`src/rtl/hram_arbiter_pkg.sv`:
```
// Shared types and constants for the two-port HyperRAM burst arbiter.
// Watchdog constants exist only when HRAM_ARB_WDOG_EN is defined.
package hram_arb_pkg;
    localparam int NUM_PORTS        = 2;
    localparam int ADDR_W           = 12;
    localparam int LEN_W            = 5;
    localparam int DATA_W           = 16;
    localparam int MAX_RD_LEN_DEF   = 8;
    localparam int MAX_WR_LEN_DEF   = 30;
    localparam int GUARD_CYCLES_DEF = 16;
`ifdef HRAM_ARB_WDOG_EN
    localparam int WDOG_W           = 10;
    localparam int WDOG_CYCLES_DEF  = 1023;
`endif

    typedef enum logic [1:0] {
        ST_IDLE  = 2'd0,
        ST_BURST = 2'd1,
        ST_GUARD = 2'd2
    } arb_state_t;

    // Zero-length requests still move one word; oversize requests clamp to the controller cap.
    function automatic logic [LEN_W-1:0] eff_len(input logic             rd,
                                                 input logic [LEN_W-1:0] len,
                                                 input logic [LEN_W-1:0] cap_rd,
                                                 input logic [LEN_W-1:0] cap_wr);
        logic [LEN_W-1:0] cap;
        cap = rd ? cap_rd : cap_wr;
        if (len == '0) begin
            return LEN_W'(1);
        end
        if (len > cap) begin
            return cap;
        end
        return len;
    endfunction
endpackage

```
`src/rtl/hram_arbiter_if.sv`:
```
// Requester and hyperram_ctrl-facing signals of the burst arbiter.
// slave = arbiter view, master = requesters plus controller view.
interface hram_arbiter_if;
    import hram_arb_pkg::*;

    logic [NUM_PORTS-1:0]        cmd_valid;
    logic [NUM_PORTS-1:0]        cmd_ready;
    logic [NUM_PORTS-1:0]        cmd_rd;
    logic [NUM_PORTS*ADDR_W-1:0] cmd_addr;
    logic [NUM_PORTS*LEN_W-1:0]  cmd_len;
    logic [NUM_PORTS*DATA_W-1:0] wr_data;
    logic [NUM_PORTS-1:0]        wr_ready;
    logic [NUM_PORTS-1:0]        rd_vld;
    logic [DATA_W-1:0]           rd_data;
    logic [NUM_PORTS-1:0]        err;
    logic                        sram_req;
    logic                        sram_rd;
    logic [ADDR_W-1:0]           sram_addr;
    logic [DATA_W-1:0]           sram_wr_data;
    logic                        sram_ready;
    logic                        sram_rd_data_vld;
    logic [DATA_W-1:0]           sram_rd_data;

    modport slave (
        input  cmd_valid, cmd_rd, cmd_addr, cmd_len, wr_data,
               sram_ready, sram_rd_data_vld, sram_rd_data,
        output cmd_ready, wr_ready, rd_vld, rd_data, err,
               sram_req, sram_rd, sram_addr, sram_wr_data
    );

    modport master (
        output cmd_valid, cmd_rd, cmd_addr, cmd_len, wr_data,
               sram_ready, sram_rd_data_vld, sram_rd_data,
        input  cmd_ready, wr_ready, rd_vld, rd_data, err,
               sram_req, sram_rd, sram_addr, sram_wr_data
    );
endinterface

```
`src/rtl/hram_rr_arbiter.sv`:
```
// Two-way round-robin grant; the pointer moves past the granted port on accept.
module hram_rr_arbiter
    import hram_arb_pkg::*;
(
    input  logic                 clk,
    input  logic                 reset_,
    input  logic [NUM_PORTS-1:0] i_req,
    input  logic                 i_accept,
    output logic [NUM_PORTS-1:0] o_gnt_oh,
    output logic                 o_gnt_idx
);
    logic r_ptr;

    // Pointer only matters on a tie; a lone requester always wins.
    assign o_gnt_idx = (i_req[0] && i_req[1]) ? r_ptr : i_req[1];

    for (genvar gi = 0; gi < NUM_PORTS; gi++) begin : g_oh
        assign o_gnt_oh[gi] = i_req[gi] && (o_gnt_idx == 1'(gi));
    end

    always_ff @(posedge clk or negedge reset_) begin
        if (!reset_) begin
            r_ptr <= 1'b0;
        end else if (i_accept) begin
            r_ptr <= ~o_gnt_idx;
        end
    end
endmodule

```
`src/rtl/hram_arbiter.sv`:
```
// Shares the hyperram_ctrl sram_* port between two burst requesters with a guard gap.
// Optional beat watchdog: define HRAM_ARB_WDOG_EN.
module hram_arbiter
    import hram_arb_pkg::*;
#(
    parameter int MAX_RD_LEN   = MAX_RD_LEN_DEF,
    parameter int MAX_WR_LEN   = MAX_WR_LEN_DEF,
    parameter int GUARD_CYCLES = GUARD_CYCLES_DEF
`ifdef HRAM_ARB_WDOG_EN
    ,
    parameter int WDOG_CYCLES  = WDOG_CYCLES_DEF
`endif
) (
    input  logic          clk,
    input  logic          reset_,
    hram_arbiter_if.slave bus
);
    localparam int GUARD_W = $clog2(GUARD_CYCLES + 1);

    arb_state_t           r_state, w_state_next;
    logic [NUM_PORTS-1:0] r_cmd_ready, w_cmd_ready_next;
    logic                 r_gnt_idx, w_gnt_idx_next;
    logic                 r_rd, w_rd_next;
    logic                 r_sram_req, w_sram_req_next;
    logic                 r_sram_rd, w_sram_rd_next;
    logic [ADDR_W-1:0]    r_addr, w_addr_next;
    logic [LEN_W-1:0]     r_len, w_len_next;
    logic [LEN_W-1:0]     r_count, w_count_next;
    logic [GUARD_W-1:0]   r_guard, w_guard_next;

    logic [NUM_PORTS-1:0] w_arb_gnt_oh;
    logic                 w_arb_gnt_idx;
    logic                 w_accept;
    logic                 w_req_rd;
    logic [ADDR_W-1:0]    w_req_addr;
    logic [LEN_W-1:0]     w_req_len;
    logic                 w_beat;
`ifdef HRAM_ARB_WDOG_EN
    logic [WDOG_W-1:0]    r_wdog, w_wdog_next;
    logic [NUM_PORTS-1:0] r_err, w_err_next;
`endif

    // No new accept while the previous accept pulse is still out.
    assign w_accept = (r_state == ST_IDLE) && !(|r_cmd_ready) && (|bus.cmd_valid);

    hram_rr_arbiter u_rr (
        .clk       (clk),
        .reset_    (reset_),
        .i_req     (bus.cmd_valid),
        .i_accept  (w_accept),
        .o_gnt_oh  (w_arb_gnt_oh),
        .o_gnt_idx (w_arb_gnt_idx)
    );

    assign w_req_rd   = bus.cmd_rd[w_arb_gnt_idx];
    assign w_req_addr = w_arb_gnt_idx ? bus.cmd_addr[2*ADDR_W-1:ADDR_W] : bus.cmd_addr[ADDR_W-1:0];
    assign w_req_len  = w_arb_gnt_idx ? bus.cmd_len[2*LEN_W-1:LEN_W]    : bus.cmd_len[LEN_W-1:0];

    // Overrun beats and anything outside BURST fall out here and are never forwarded.
    assign w_beat = (r_state == ST_BURST) && (r_count < r_len) &&
                    (r_rd ? bus.sram_rd_data_vld : bus.sram_ready);

    always_comb begin
        w_state_next     = r_state;
        w_cmd_ready_next = '0;
        w_gnt_idx_next   = r_gnt_idx;
        w_rd_next        = r_rd;
        w_addr_next      = r_addr;
        w_len_next       = r_len;
        w_count_next     = r_count;
        w_guard_next     = r_guard;
        w_sram_req_next  = r_sram_req;
        w_sram_rd_next   = r_sram_rd;
`ifdef HRAM_ARB_WDOG_EN
        w_wdog_next      = r_wdog;
        w_err_next       = '0;
`endif
        case (r_state)
            ST_IDLE: begin
                if (|r_cmd_ready) begin
                    w_state_next    = ST_BURST;
                    w_sram_req_next = !r_rd;
                    w_sram_rd_next  = r_rd;
                    w_count_next    = '0;
`ifdef HRAM_ARB_WDOG_EN
                    w_wdog_next     = '0;
`endif
                end else if (w_accept) begin
                    w_cmd_ready_next = w_arb_gnt_oh;
                    w_gnt_idx_next   = w_arb_gnt_idx;
                    w_rd_next        = w_req_rd;
                    w_addr_next      = w_req_addr;
                    w_len_next       = eff_len(w_req_rd, w_req_len,
                                               LEN_W'(MAX_RD_LEN), LEN_W'(MAX_WR_LEN));
                end
            end
            ST_BURST: begin
                if (w_beat) begin
                    w_count_next = r_count + 1'b1;
                end
`ifdef HRAM_ARB_WDOG_EN
                w_wdog_next = w_beat ? '0 : r_wdog + 1'b1;
`endif
                if (w_beat && (r_count + 1'b1 == r_len)) begin
                    w_state_next    = ST_GUARD;
                    w_sram_req_next = 1'b0;
                    w_sram_rd_next  = 1'b0;
                    w_guard_next    = '0;
                end
`ifdef HRAM_ARB_WDOG_EN
                else if (!w_beat && (r_wdog == WDOG_W'(WDOG_CYCLES - 1))) begin
                    w_err_next[r_gnt_idx] = 1'b1;
                    w_state_next          = ST_GUARD;
                    w_sram_req_next       = 1'b0;
                    w_sram_rd_next        = 1'b0;
                    w_guard_next          = '0;
                end
`endif
            end
            ST_GUARD: begin
                if (r_guard == GUARD_W'(GUARD_CYCLES - 1)) begin
                    w_state_next = ST_IDLE;
                end else begin
                    w_guard_next = r_guard + 1'b1;
                end
            end
            default: w_state_next = ST_IDLE;
        endcase
    end

    always_ff @(posedge clk or negedge reset_) begin
        if (!reset_) begin
            r_state     <= ST_IDLE;
            r_cmd_ready <= '0;
            r_gnt_idx   <= 1'b0;
            r_rd        <= 1'b0;
            r_addr      <= '0;
            r_len       <= '0;
            r_count     <= '0;
            r_guard     <= '0;
            r_sram_req  <= 1'b0;
            r_sram_rd   <= 1'b0;
`ifdef HRAM_ARB_WDOG_EN
            r_wdog      <= '0;
            r_err       <= '0;
`endif
        end else begin
            r_state     <= w_state_next;
            r_cmd_ready <= w_cmd_ready_next;
            r_gnt_idx   <= w_gnt_idx_next;
            r_rd        <= w_rd_next;
            r_addr      <= w_addr_next;
            r_len       <= w_len_next;
            r_count     <= w_count_next;
            r_guard     <= w_guard_next;
            r_sram_req  <= w_sram_req_next;
            r_sram_rd   <= w_sram_rd_next;
`ifdef HRAM_ARB_WDOG_EN
            r_wdog      <= w_wdog_next;
            r_err       <= w_err_next;
`endif
        end
    end

    for (genvar gi = 0; gi < NUM_PORTS; gi++) begin : g_port
        assign bus.wr_ready[gi] = w_beat && !r_rd && (r_gnt_idx == 1'(gi));
        assign bus.rd_vld[gi]   = w_beat &&  r_rd && (r_gnt_idx == 1'(gi));
    end

    assign bus.cmd_ready    = r_cmd_ready;
    assign bus.sram_req     = r_sram_req;
    assign bus.sram_rd      = r_sram_rd;
    assign bus.sram_addr    = r_addr;
    assign bus.sram_wr_data = r_gnt_idx ? bus.wr_data[2*DATA_W-1:DATA_W] : bus.wr_data[DATA_W-1:0];
    assign bus.rd_data      = bus.sram_rd_data;
`ifdef HRAM_ARB_WDOG_EN
    assign bus.err = r_err;
`else
    assign bus.err = '0;
`endif
endmodule

```
`src/flat_wrapper.sv`:
```
// flat-port wrapper written by rule: the top's interface ports become plain ports
module hram_arbiter_flat import hram_arb_pkg::*;
#(
    parameter int MAX_RD_LEN   = MAX_RD_LEN_DEF,
    parameter int MAX_WR_LEN   = MAX_WR_LEN_DEF,
    parameter int GUARD_CYCLES = GUARD_CYCLES_DEF

)
  (clk, reset_, bus_cmd_valid, bus_cmd_rd, bus_cmd_addr, bus_cmd_len, bus_wr_data, bus_sram_ready, bus_sram_rd_data_vld, bus_sram_rd_data, bus_cmd_ready, bus_wr_ready, bus_rd_vld, bus_rd_data, bus_err, bus_sram_req, bus_sram_rd, bus_sram_addr, bus_sram_wr_data);
  hram_arbiter_if bus_i ();
  input  logic clk;
  input  logic reset_;
  input wire logic [$bits(bus_i.cmd_valid)-1:0] bus_cmd_valid;
  input wire logic [$bits(bus_i.cmd_rd)-1:0] bus_cmd_rd;
  input wire logic [$bits(bus_i.cmd_addr)-1:0] bus_cmd_addr;
  input wire logic [$bits(bus_i.cmd_len)-1:0] bus_cmd_len;
  input wire logic [$bits(bus_i.wr_data)-1:0] bus_wr_data;
  input wire logic [$bits(bus_i.sram_ready)-1:0] bus_sram_ready;
  input wire logic [$bits(bus_i.sram_rd_data_vld)-1:0] bus_sram_rd_data_vld;
  input wire logic [$bits(bus_i.sram_rd_data)-1:0] bus_sram_rd_data;
  output wire logic [$bits(bus_i.cmd_ready)-1:0] bus_cmd_ready;
  output wire logic [$bits(bus_i.wr_ready)-1:0] bus_wr_ready;
  output wire logic [$bits(bus_i.rd_vld)-1:0] bus_rd_vld;
  output wire logic [$bits(bus_i.rd_data)-1:0] bus_rd_data;
  output wire logic [$bits(bus_i.err)-1:0] bus_err;
  output wire logic [$bits(bus_i.sram_req)-1:0] bus_sram_req;
  output wire logic [$bits(bus_i.sram_rd)-1:0] bus_sram_rd;
  output wire logic [$bits(bus_i.sram_addr)-1:0] bus_sram_addr;
  output wire logic [$bits(bus_i.sram_wr_data)-1:0] bus_sram_wr_data;
  assign bus_i.cmd_valid = bus_cmd_valid;
  assign bus_i.cmd_rd = bus_cmd_rd;
  assign bus_i.cmd_addr = bus_cmd_addr;
  assign bus_i.cmd_len = bus_cmd_len;
  assign bus_i.wr_data = bus_wr_data;
  assign bus_i.sram_ready = bus_sram_ready;
  assign bus_i.sram_rd_data_vld = bus_sram_rd_data_vld;
  assign bus_i.sram_rd_data = bus_sram_rd_data;
  assign bus_cmd_ready = bus_i.cmd_ready;
  assign bus_wr_ready = bus_i.wr_ready;
  assign bus_rd_vld = bus_i.rd_vld;
  assign bus_rd_data = bus_i.rd_data;
  assign bus_err = bus_i.err;
  assign bus_sram_req = bus_i.sram_req;
  assign bus_sram_rd = bus_i.sram_rd;
  assign bus_sram_addr = bus_i.sram_addr;
  assign bus_sram_wr_data = bus_i.sram_wr_data;
  hram_arbiter #(.MAX_RD_LEN(MAX_RD_LEN), .MAX_WR_LEN(MAX_WR_LEN), .GUARD_CYCLES(GUARD_CYCLES)) u_core (.clk(clk), .reset_(reset_), .bus(bus_i));
endmodule
```
`config.mk`:
```
export PLATFORM = sky130hd
export DESIGN_NAME = hram_arbiter_flat
export DESIGN_NICKNAME = d
export VERILOG_FILES = /design/src/rtl/hram_arbiter_pkg.sv /design/src/rtl/hram_arbiter_if.sv /design/src/rtl/hram_rr_arbiter.sv /design/src/rtl/hram_arbiter.sv /design/src/flat_wrapper.sv
export SDC_FILE = /design/constraint.sdc
export NUM_CORES = 1
export LEC_CHECK = 0
export BUFFER_PORTS_ARGS = -buffer_cell sky130_fd_sc_hd__buf_2
export CAP_MARGIN = 5
export CORE_AREA = 3 3 95 97
export CTS_BUF_LIST = sky130_fd_sc_hd__clkbuf_2 sky130_fd_sc_hd__clkbuf_4 sky130_fd_sc_hd__clkbuf_8
export CTS_CLUSTER_SIZE = 14
export DETAILED_ROUTE_END_ITERATION = 12
export DIE_AREA = 0 0 98 100
export HOLD_SLACK_MARGIN = 0.05
export MAX_ROUTING_LAYER = met4
export PLACE_DENSITY = 0.7
export SLEW_MARGIN = 20
export SYNTH_ARGS = -nofsm -noshare
export SYNTH_HDL_FRONTEND = slang
export SYNTH_HIERARCHICAL = 1
export SYNTH_SLANG_ARGS = --single-unit
export TNS_END_PERCENT = 30
```
`constraint.sdc`:
```
create_clock -name clk -period 2.3 [get_ports clk]
set_clock_uncertainty 0.1 [all_clocks]
set_input_delay 0.23 -clock clk [delete_from_list [all_inputs] [get_ports clk]]
set_output_delay 0.23 -clock clk [all_outputs]
set_load 0.005 [all_outputs]
```
==> summary.md, run 1 <==
| Metric | Value |
|---|---|
| Synthesized instance count | `251` |
| WP buf/inv | `0` |
| FF-to-FF End | `u_core/r_len[1]` |
| Hold slack | `0.118 ns` |
| GRT Total Usage | `13.1%` |
| Largest net degree at the start of global routing | `37` |
| Worst VDD drop | `0.000481 V` |
| Final #Nets | `459` |
| Net Sw Power | `1.42 mW` |
| Num ports | `144` |
| Slew at the pin closest to its max-slew limit | `0.814 ns` |
| Die W | `98 um` |
| Largest family of logic cells by synthesized area | `multiplexers` |
| Starting Density | `29.6%` |
| Reg power frac | `32.9%` |
| Synth Area in Simple Gates | `14.9%` |
| Combinational Power Share | `54.0%` |
| Main synth FF type | `dfrtp_1` |
| Post-synthesis mux area share | `16.6%` |
| 1st-pass router iterations | `4` |
| Post-synthesis compound-gate area fraction | `13.9%` |
| Slowest CP cell | `mux2_2` |
| Largest area contributor in the netlist | `dfrtp_1` |
| Max incr delay on CP | `0.39 ns` |
| First-pass GRT wire length | `10.1 mm` |
| CTS sink count | `36` |
| Pwr Total | `3.66 mW` |
| DRC | `0` |
| Syn Std Cell Area | `2440 um2` |
| Status | `complete, no violations` |
| Critical-path maximum fanout | `6` |
| Initial antenna violation count | `0` |
| RSZ-0062 raised after global routing | `true` |
| CP Class | `flop to flop` |
| Area growth syn-to-layout | `36.9%` |
| Vias/cell | `4.82` |
| XOR/XNOR Fraction of Synth Area | `1.44%` |
| Fmax | `438 MHz` |
| Final Cycle Share | `99.2%` |
| Critical Path End Type | `flop` |
| Distinct cells, synth | `46` |
| CP cell instances | `nand2b_4 -> and2_4 -> mux2_2 -> ha_4 -> a21o_1 -> a21oi_2 -> a41oi_2 -> mux2i_1 -> o22ai_1` |
| #FFs+latches synth | `36` |
| Clock latency on the worst-skew pair | `0.28 ns` |
| Core Rows | `33` |
| Post-synth top area share | `37.0%` |
| Clock buffer depth | `2` |
| Min-delay src | `bus_cmd_valid[1]` |
| Max Slew Vio Count | `0` |
| Synth warnings | `6` |
| Routed WL | `6.25 mm` |
| Iter 0 DRT Violations | `95` |
| Leakage power | `1.63 nW` |
| Worst-path clk slew | `0.07 ns` |
| Adder-Cell Fraction of Synth Area | `6.16%` |
| Sequential share of the synthesized area | `37.0%` |
| EDFF count, synth | `0` |
| Number of global-route vias before repair | `2202` |
| Clk pwr share | `13.1%` |
| Port bufs | `109` |
| Htree depth | `2` |
| Grt ovf | `0` |
| Post-route ant nets | `0` |
| Root buf cell | `clkbuf_8` |
| CP required | `2.37 ns` |
| Worst hold endpoint | `u_core/u_rr/r_ptr` |
| Diode count | `0` |
| Minimum clock period | `2.28 ns` |
| Layout cell share with drive strength beyond 1 | `50.7%` |
| Flop-to-flop setup slack | `0.02 ns` |
| Placer congestion estimate | `0.856` |
| Number of CTS-inserted buffers | `5` |
| CTS tree | `built` |
| Depth of the worst hold-timing path | `2` |
| Final Hold Fails | `0` |
| Vias | `2228` |
| Placeable Area | `8220 um2` |
| Final setup viols | `0` |
| Rel. slew slack | `45.7%` |
| Synth area leaders | `dfrtp_1 37%, mux2_2 9.2%, mux2i_1 7.4%` |
| Power per cell area | `1100 nW/um2` |
| Crit Reg-Reg Startpoint | `u_core/u_rr/r_ptr` |
| CP top delay family | `multiplexers` |
| Hpwl dp | `4.96 mm` |
| Die ar. | `9800 um2` |
| Most instantiated cells after synthesis | `36 x dfrtp_1, 23 x nor2_1, 20 x mux2_2, 18 x buf_4, 18 x mux2i_1` |
| CP Launch Type | `flop` |
| Syn avg cell area | `9.71 um2` |
| WP data arrival | `2.35 ns` |
| Die height | `100 um` |
| Pint | `2.24 mW` |
| R2R depth | `9` |
| Switching part of the total | `38.8%` |
| Routed WL per cell | `13.5 um` |
| Synth async-reset ratio | `100%` |
| Worst Hold Class | `input pin to flop` |
| Most frequent cell after synthesis | `dfrtp_1` |
| Max-cap violations | `0` |
[final cells by class]
cell class	instances	area [um2]
Fill cell	841	4880
Multi-Input combinational cell	175	1450
Sequential cell	36	902
Timing Repair Buffer	127	709
Tap cell	105	131
Clock buffer	7	96.3
Inverter	12	45.0
[worst max path at each step]
stage / from / end / slack, ns / cells past startpoint
after floorplan: u_core/u_rr/r_ptr / u_core/r_len[1] / -0.008 / 11
after global placement: u_core/u_rr/r_ptr / u_core/r_len[2] / 0.06 / 9
after detailed placement: u_core/u_rr/r_ptr / u_core/r_len[1] / -0.02 / 10
after CTS: u_core/r_count[3] / bus_wr_ready[1] / 0.002 / 8
after global routing: u_core/u_rr/r_ptr / u_core/r_len[1] / -0.10 / 10
final: u_core/u_rr/r_ptr / u_core/r_len[1] / 0.02 / 9
[power by group through the flow]
stage | registers, mW | logic, mW | clock network [mW]
CTS | 1.20 | 1.89 | 0.497
finish | 1.20 | 1.97 | 0.480
floorplan | 1.11 | 1.21 | 0
global placement | 1.19 | 1.67 | 0
global route | 1.26 | 2.20 | 0.528
detailed placement | 1.20 | 1.73 | 0
[worst reg2reg max path: cells and delay by family (launching register included)]
family                     cells  cell delay, ns
muxes                          2            0.63
AOI/OAI and AO/OA              4            0.49
DFF                            1            0.34
and+or+nand+nor                2            0.32
adders and majority gates      1            0.28
[what timing repair did]
item / CTS / global route
hold buffers: 1 / 0
pin swaps: 3 / 6
setup endpoints to repair: 6 / 11
gates resized for setup: 9 / 12
endpoints found under the hold margin: 36 / 0
buffers inserted: 5 / 3
[layer usage]
metal / vias to the layer above / global-route usage, % / part of all wire [%]
met5: - / - / 0
met1: 1009 / 14.3 / 39
met3: 22 / 3.41 / 9.7
met2: 114 / 22.7 / 48
li1: 1083 / - / -
met4: 0 / 5.01 / 2.9
[stage by stage]
step / area (um2) / cells / util, % / worst slack, ns / TNS, ns
2_1_floorplan: 2510 / 252 / - / -0.00830 / -0.0166
3_3_place_gp: 3070 / 446 / 37.3 / 0.0607 / 0
3_5_place_dp: 3070 / 446 / 37.3 / -0.0165 / -0.0279
4_1_cts: 3250 / 459 / 39.6 / 0.00178 / 0
5_1_grt: 3330 / 462 / 40.6 / -0.101 / -0.219
6_report: 3330 / 462 / 40.6 / 0.0191 / 0
[flip-flops by register name, indices dropped and copies added, names as in the netlist]
signal / cells
u_core/r_count: 5
u_core/u_rr/r_ptr: 1
u_core/r_gnt_idx: 1
u_core/r_len: 5
u_core/r_rd: 1
u_core/r_state: 2
u_core/bus.sram_addr: 12
u_core/r_guard: 5
u_core/bus.sram_req: 1
u_core/bus.cmd_ready: 2
u_core/bus.sram_rd: 1
[placed cells by master, fill, tap and decap left out, drive strengths merged, types with 7 or more instances in the layout]
cell type	n
buf	126
nand3	11
nand2	11
nor2	23
dfrtp	36
mux2	20
inv	12
clkbuf	7
mux2i	18
a21oi	15
o21ai	7
ha	12
[kinds of logic (layout without fill, tap and decap cells)]
group                      count (synthesis)  count (layout)
and+or+nand+nor                           71              71
adders and majority gates                 12              12
buffers and inverters                     41             146
muxes                                     38              38
other                                      1               2
DFF                                       36              36
xor gates and xnor gates                   4               4
AOI/OAI and AO/OA                         48              48
Note: power is estimated with default switching activity, not from simulation.
==> run 2, diff against run 1 <==
--- a/config.mk
+++ b/config.mk
@@ -5,13 +5,14 @@
 export SDC_FILE = /design/constraint.sdc
 export NUM_CORES = 1
 export LEC_CHECK = 0
+export ABC_AREA = 1
 export BUFFER_PORTS_ARGS = -buffer_cell sky130_fd_sc_hd__buf_2
 export CAP_MARGIN = 5
-export CORE_AREA = 3 3 95 97
+export CORE_AREA = 3 3 96 98
 export CTS_BUF_LIST = sky130_fd_sc_hd__clkbuf_2 sky130_fd_sc_hd__clkbuf_4 sky130_fd_sc_hd__clkbuf_8
 export CTS_CLUSTER_SIZE = 14
 export DETAILED_ROUTE_END_ITERATION = 12
-export DIE_AREA = 0 0 98 100
+export DIE_AREA = 0 0 99 101
 export HOLD_SLACK_MARGIN = 0.05
 export MAX_ROUTING_LAYER = met4
 export PLACE_DENSITY = 0.7
==> run 2 against run 1 <==
  * Non-clock buffer count fell by 5
  * Cell count is 27% higher
  * Global-route usage up 0.26 points
  * First-iteration DRC count shrank 29%
  * Cell area down 2.5%
  * Routed wire length is 3.5% higher
  * Fmax rose by 7.1%
  * Utilization shrank 2.6 points
  * Register-to-register slack improved by 0.20 ns
  * Worst hold slack improved by 0.019 ns
  * Count of clock-buffer cells in the layout fell by 1
  * Synthesized cell count is 50% higher
==> summary.md, run 2 <==
| Metric | Value |
|---|---|
| Fin area | `3250 um2 (was 3330 um2)` |
| Status | `complete, no violations (unchanged)` |
| Number of CTS-inserted buffers | `5 (unchanged)` |
| Die W | `99 um (was 98 um)` |
| Worst-path clk slew | `0.08 ns (was 0.07 ns)` |
| Most instantiated cells after synthesis | `139 x nand2_1, 49 x inv_1, 39 x o21ai_0, 36 x dfrtp_1, 21 x nor2_1 (was 36 x dfrtp_1, 23 x nor2_1, 20 x mux2_2, 18 x buf_4, 18 x mux2i_1)` |
| Critical Path End Type | `output port (was flop)` |
| Die height | `101 um (was 100 um)` |
| RSZ-0062 raised after global routing | `false (was true)` |
| Max reg flops | `12 (unchanged)` |
| First-pass GRT wire length | `10.6 mm (was 10.1 mm)` |
| Synth area leaders | `dfrtp_1 36%, nand2_1 21%, o21ai_0 7.7% (was dfrtp_1 37%, mux2_2 9.2%, mux2i_1 7.4%)` |
| Root buf cell | `clkbuf_8 (unchanged)` |
| Power per cell area | `1030 nW/um2 (was 1100 nW/um2)` |
| Placeable Area | `8550 um2 (was 8220 um2)` |
| Min-delay src | `bus_cmd_addr[11] (was bus_cmd_valid[1])` |
| Syn Std Cell Area | `2520 um2 (was 2440 um2)` |
| Vias/cell | `4.44 (was 4.82)` |
| WP data arrival | `1.80 ns (was 2.35 ns)` |
| CP startpoint | `u_core/r_count[4] (was u_core/u_rr/r_ptr)` |
| Routed WL per cell | `11.0 um (was 13.5 um)` |
| Max Slew Vio Count | `0 (unchanged)` |
| Final #Nets | `580 (was 459)` |
| Final Hold Fails | `0 (unchanged)` |
| Starting Density | `29.5% (was 29.6%)` |
| Largest area contributor in the netlist | `dfrtp_1 (unchanged)` |
| GRT Total Usage | `13.3% (was 13.1%)` |
| Clock buffer depth | `2 (unchanged)` |
| Fmax | `470 MHz (was 438 MHz)` |
| Initial antenna violation count | `0 (unchanged)` |
| Synth warnings | `6 (unchanged)` |
| Pwr Total | `3.35 mW (was 3.66 mW)` |
| Vias | `2608 (was 2228)` |
| EDFF count, synth | `0 (unchanged)` |
| Port bufs | `109 (unchanged)` |
| Post-route ant nets | `0 (unchanged)` |
| Main synth FF type | `dfrtp_1 (unchanged)` |
| Syn avg cell area | `6.72 um2 (was 9.71 um2)` |
| DRC | `0 (unchanged)` |
| Area growth syn-to-layout | `28.8% (was 36.9%)` |
| Clock latency on the worst-skew pair | `0.29 ns (was 0.28 ns)` |
| Worst Hold Class | `input pin to flop (unchanged)` |
| Die ar. | `10000 um2 (was 9800 um2)` |
| Placement Cell Area | `3070 um2 (about the same)` |
| #FFs+latches synth | `36 (unchanged)` |
| Htree depth | `2 (unchanged)` |
| Layout cell share with drive strength beyond 1 | `32.2% (was 50.7%)` |
| Leakage power | `1.88 nW (was 1.63 nW)` |
| Fill cell count | `897 (was 841)` |
| Final setup viols | `0 (unchanged)` |
| Most frequent cell after synthesis | `nand2_1 (was dfrtp_1)` |
| Hpwl dp | `5.05 mm (was 4.96 mm)` |
| CP required | `1.97 ns (was 2.37 ns)` |
| CTS sink count | `36 (unchanged)` |
| Post-synth top area share | `35.7% (was 37.0%)` |
| CP Class | `flop to output port (was flop to flop)` |
| Worst VDD drop | `0.000535 V (was 0.000481 V)` |
| Most common cell after layout, fill and taps aside | `nand2_1 (was buf_2)` |
| Largest net degree at the start of global routing | `37 (unchanged)` |
| Synth async-reset ratio | `100% (unchanged)` |
| Commonest non-fill, non-tap cells in the layout | `136 x nand2_1, 109 x buf_2, 47 x inv_1, 36 x o21ai_0, 35 x dfrtp_1 (was 108 x buf_2, 35 x dfrtp_1, 22 x nor2_1, 19 x mux2_2, 17 x mux2i_1)` |
| Max-cap violations | `0 (unchanged)` |
| Sum Neg Setup Slack | `0 ns (unchanged)` |
| Grt ovf | `0 (unchanged)` |
| Routed WL | `6.46 mm (was 6.25 mm)` |
| Synthesized instance count | `376 (was 251)` |
| Number of global-route vias before repair | `2461 (was 2202)` |
| Diode count | `0 (unchanged)` |
| Finished Core Util | `38.0% (was 40.6%)` |
| 1st-pass router iterations | `4 (unchanged)` |
| Critical-path maximum fanout | `3 (was 6)` |
| Final Cycle Share | `92.6% (was 99.2%)` |
| Core Rows | `34 (was 33)` |
| CTS tree | `built (unchanged)` |
| Slew at the pin closest to its max-slew limit | `0.813 ns (was 0.814 ns)` |
| Crit Reg-Reg Startpoint | `u_core/u_rr/r_ptr (unchanged)` |
| Distinct cells, synth | `30 (was 46)` |
| Placer congestion estimate | `0.846 (was 0.856)` |
| Minimum clock period | `2.13 ns (was 2.28 ns)` |
| Sequential share of the synthesized area | `35.7% (was 37.0%)` |
| Num ports | `144 (unchanged)` |
| CP Launch Type | `flop (unchanged)` |
| Iter 0 DRT Violations | `67 (was 95)` |
| Rel. slew slack | `45.8% (was 45.7%)` |
## run 2: changes by cell type after synthesis, sizes merged, moves of 12 or more
| cell | before | now |
|---|---|---|
| mux2 | 20 | 0 |
| o21ai | 7 | 49 |
| mux2i | 18 | 0 |
| a21oi | 15 | 3 |
| nand2 | 11 | 142 |
| inv | 12 | 53 |
## run 2: cell families after synthesis
kind of cell    share of synthesized area (%)
flops                                    35.7
other cells                             0.149
compound gates                           11.1
buf+inv                                  15.2
xor+xnor                                0.694
fa+ha+maj                                5.95
simple gates                             31.3
## run 2: layout make-up
type                            instances  area, um2  area share, %
Clock buffer                            6       82.6           2.54
Clock inverter                          2       10.0          0.308
Inverter                               54        205           6.31
Multi-Input combinational cell        259       1270           39.1
Sequential cell                        36        902           27.7
Tap cell                              108        135           4.16
Timing Repair Buffer                  122        646           19.9
## run 2: per-layer routing
layer	share of wire (%)	wire (um)	global-route usage [%]	up-vias
met3	9.3	603	3.46	14
met2	46	2970	22.8	113
met5	0	0	-	-
met1	43	2760	15.1	1131
met4	2.0	132	4.52	0
li1	-	-	-	1350
## run 2: worst max-delay path, stage by stage (launching register included)
cell and delay [ns]:
dfrtp_1 0.40, ha_1 0.33, a21oi_1 0.15, nand4_1 0.17, nor2_4 0.16, nand2_2 0.08, nor2_1 0.08, buf_2 0.13
## run 2: through the flow
step / setup WS [ns] / hold WS, ns / instances
6_report: 0.170 / 0.137 / 587
5_1_grt: 0.00366 / 0.148 / 587
4_1_cts: 0.0852 / 0.129 / 582
3_5_place_dp: 0.160 / 0.291 / 572
3_3_place_gp: 0.279 / 0.272 / 572
2_1_floorplan: 0.0469 / -0.166 / 377
## run 2: power breakdown
part	switching, mW	internal (mW)	total (mW)
clock	0.244	0.239	0.484
combinational	1.08	0.742	1.82
sequential	0.169	0.877	1.05
## run 2: worst paths after layout
| check | to | slack [ns] | depth (start not counted) |
|---|---|---|---|
| setup / recovery | bus_wr_ready[1] | 0.17 | 7 |
| min in group asynchronous | u_core/r_guard[1] | 0.46 | 2 |
| max in group asynchronous | u_core/r_count[3] | 1.07 | 2 |
| hold reg to reg | u_core/bus.sram_rd | 0.38 | 2 |
| setup reg to reg | u_core/r_len[1] | 0.22 | 14 |
| hold / removal | u_core/bus.sram_addr[11] | 0.14 | 3 |
## run 2: timing repair
action	4_1_cts	5_1_grt
resized for setup	0	13
hold endpoints to repair	36	0
setup endpoints to repair	2	7
hold buffers	1	0
pin swaps	1	5
buffers inserted	1	5
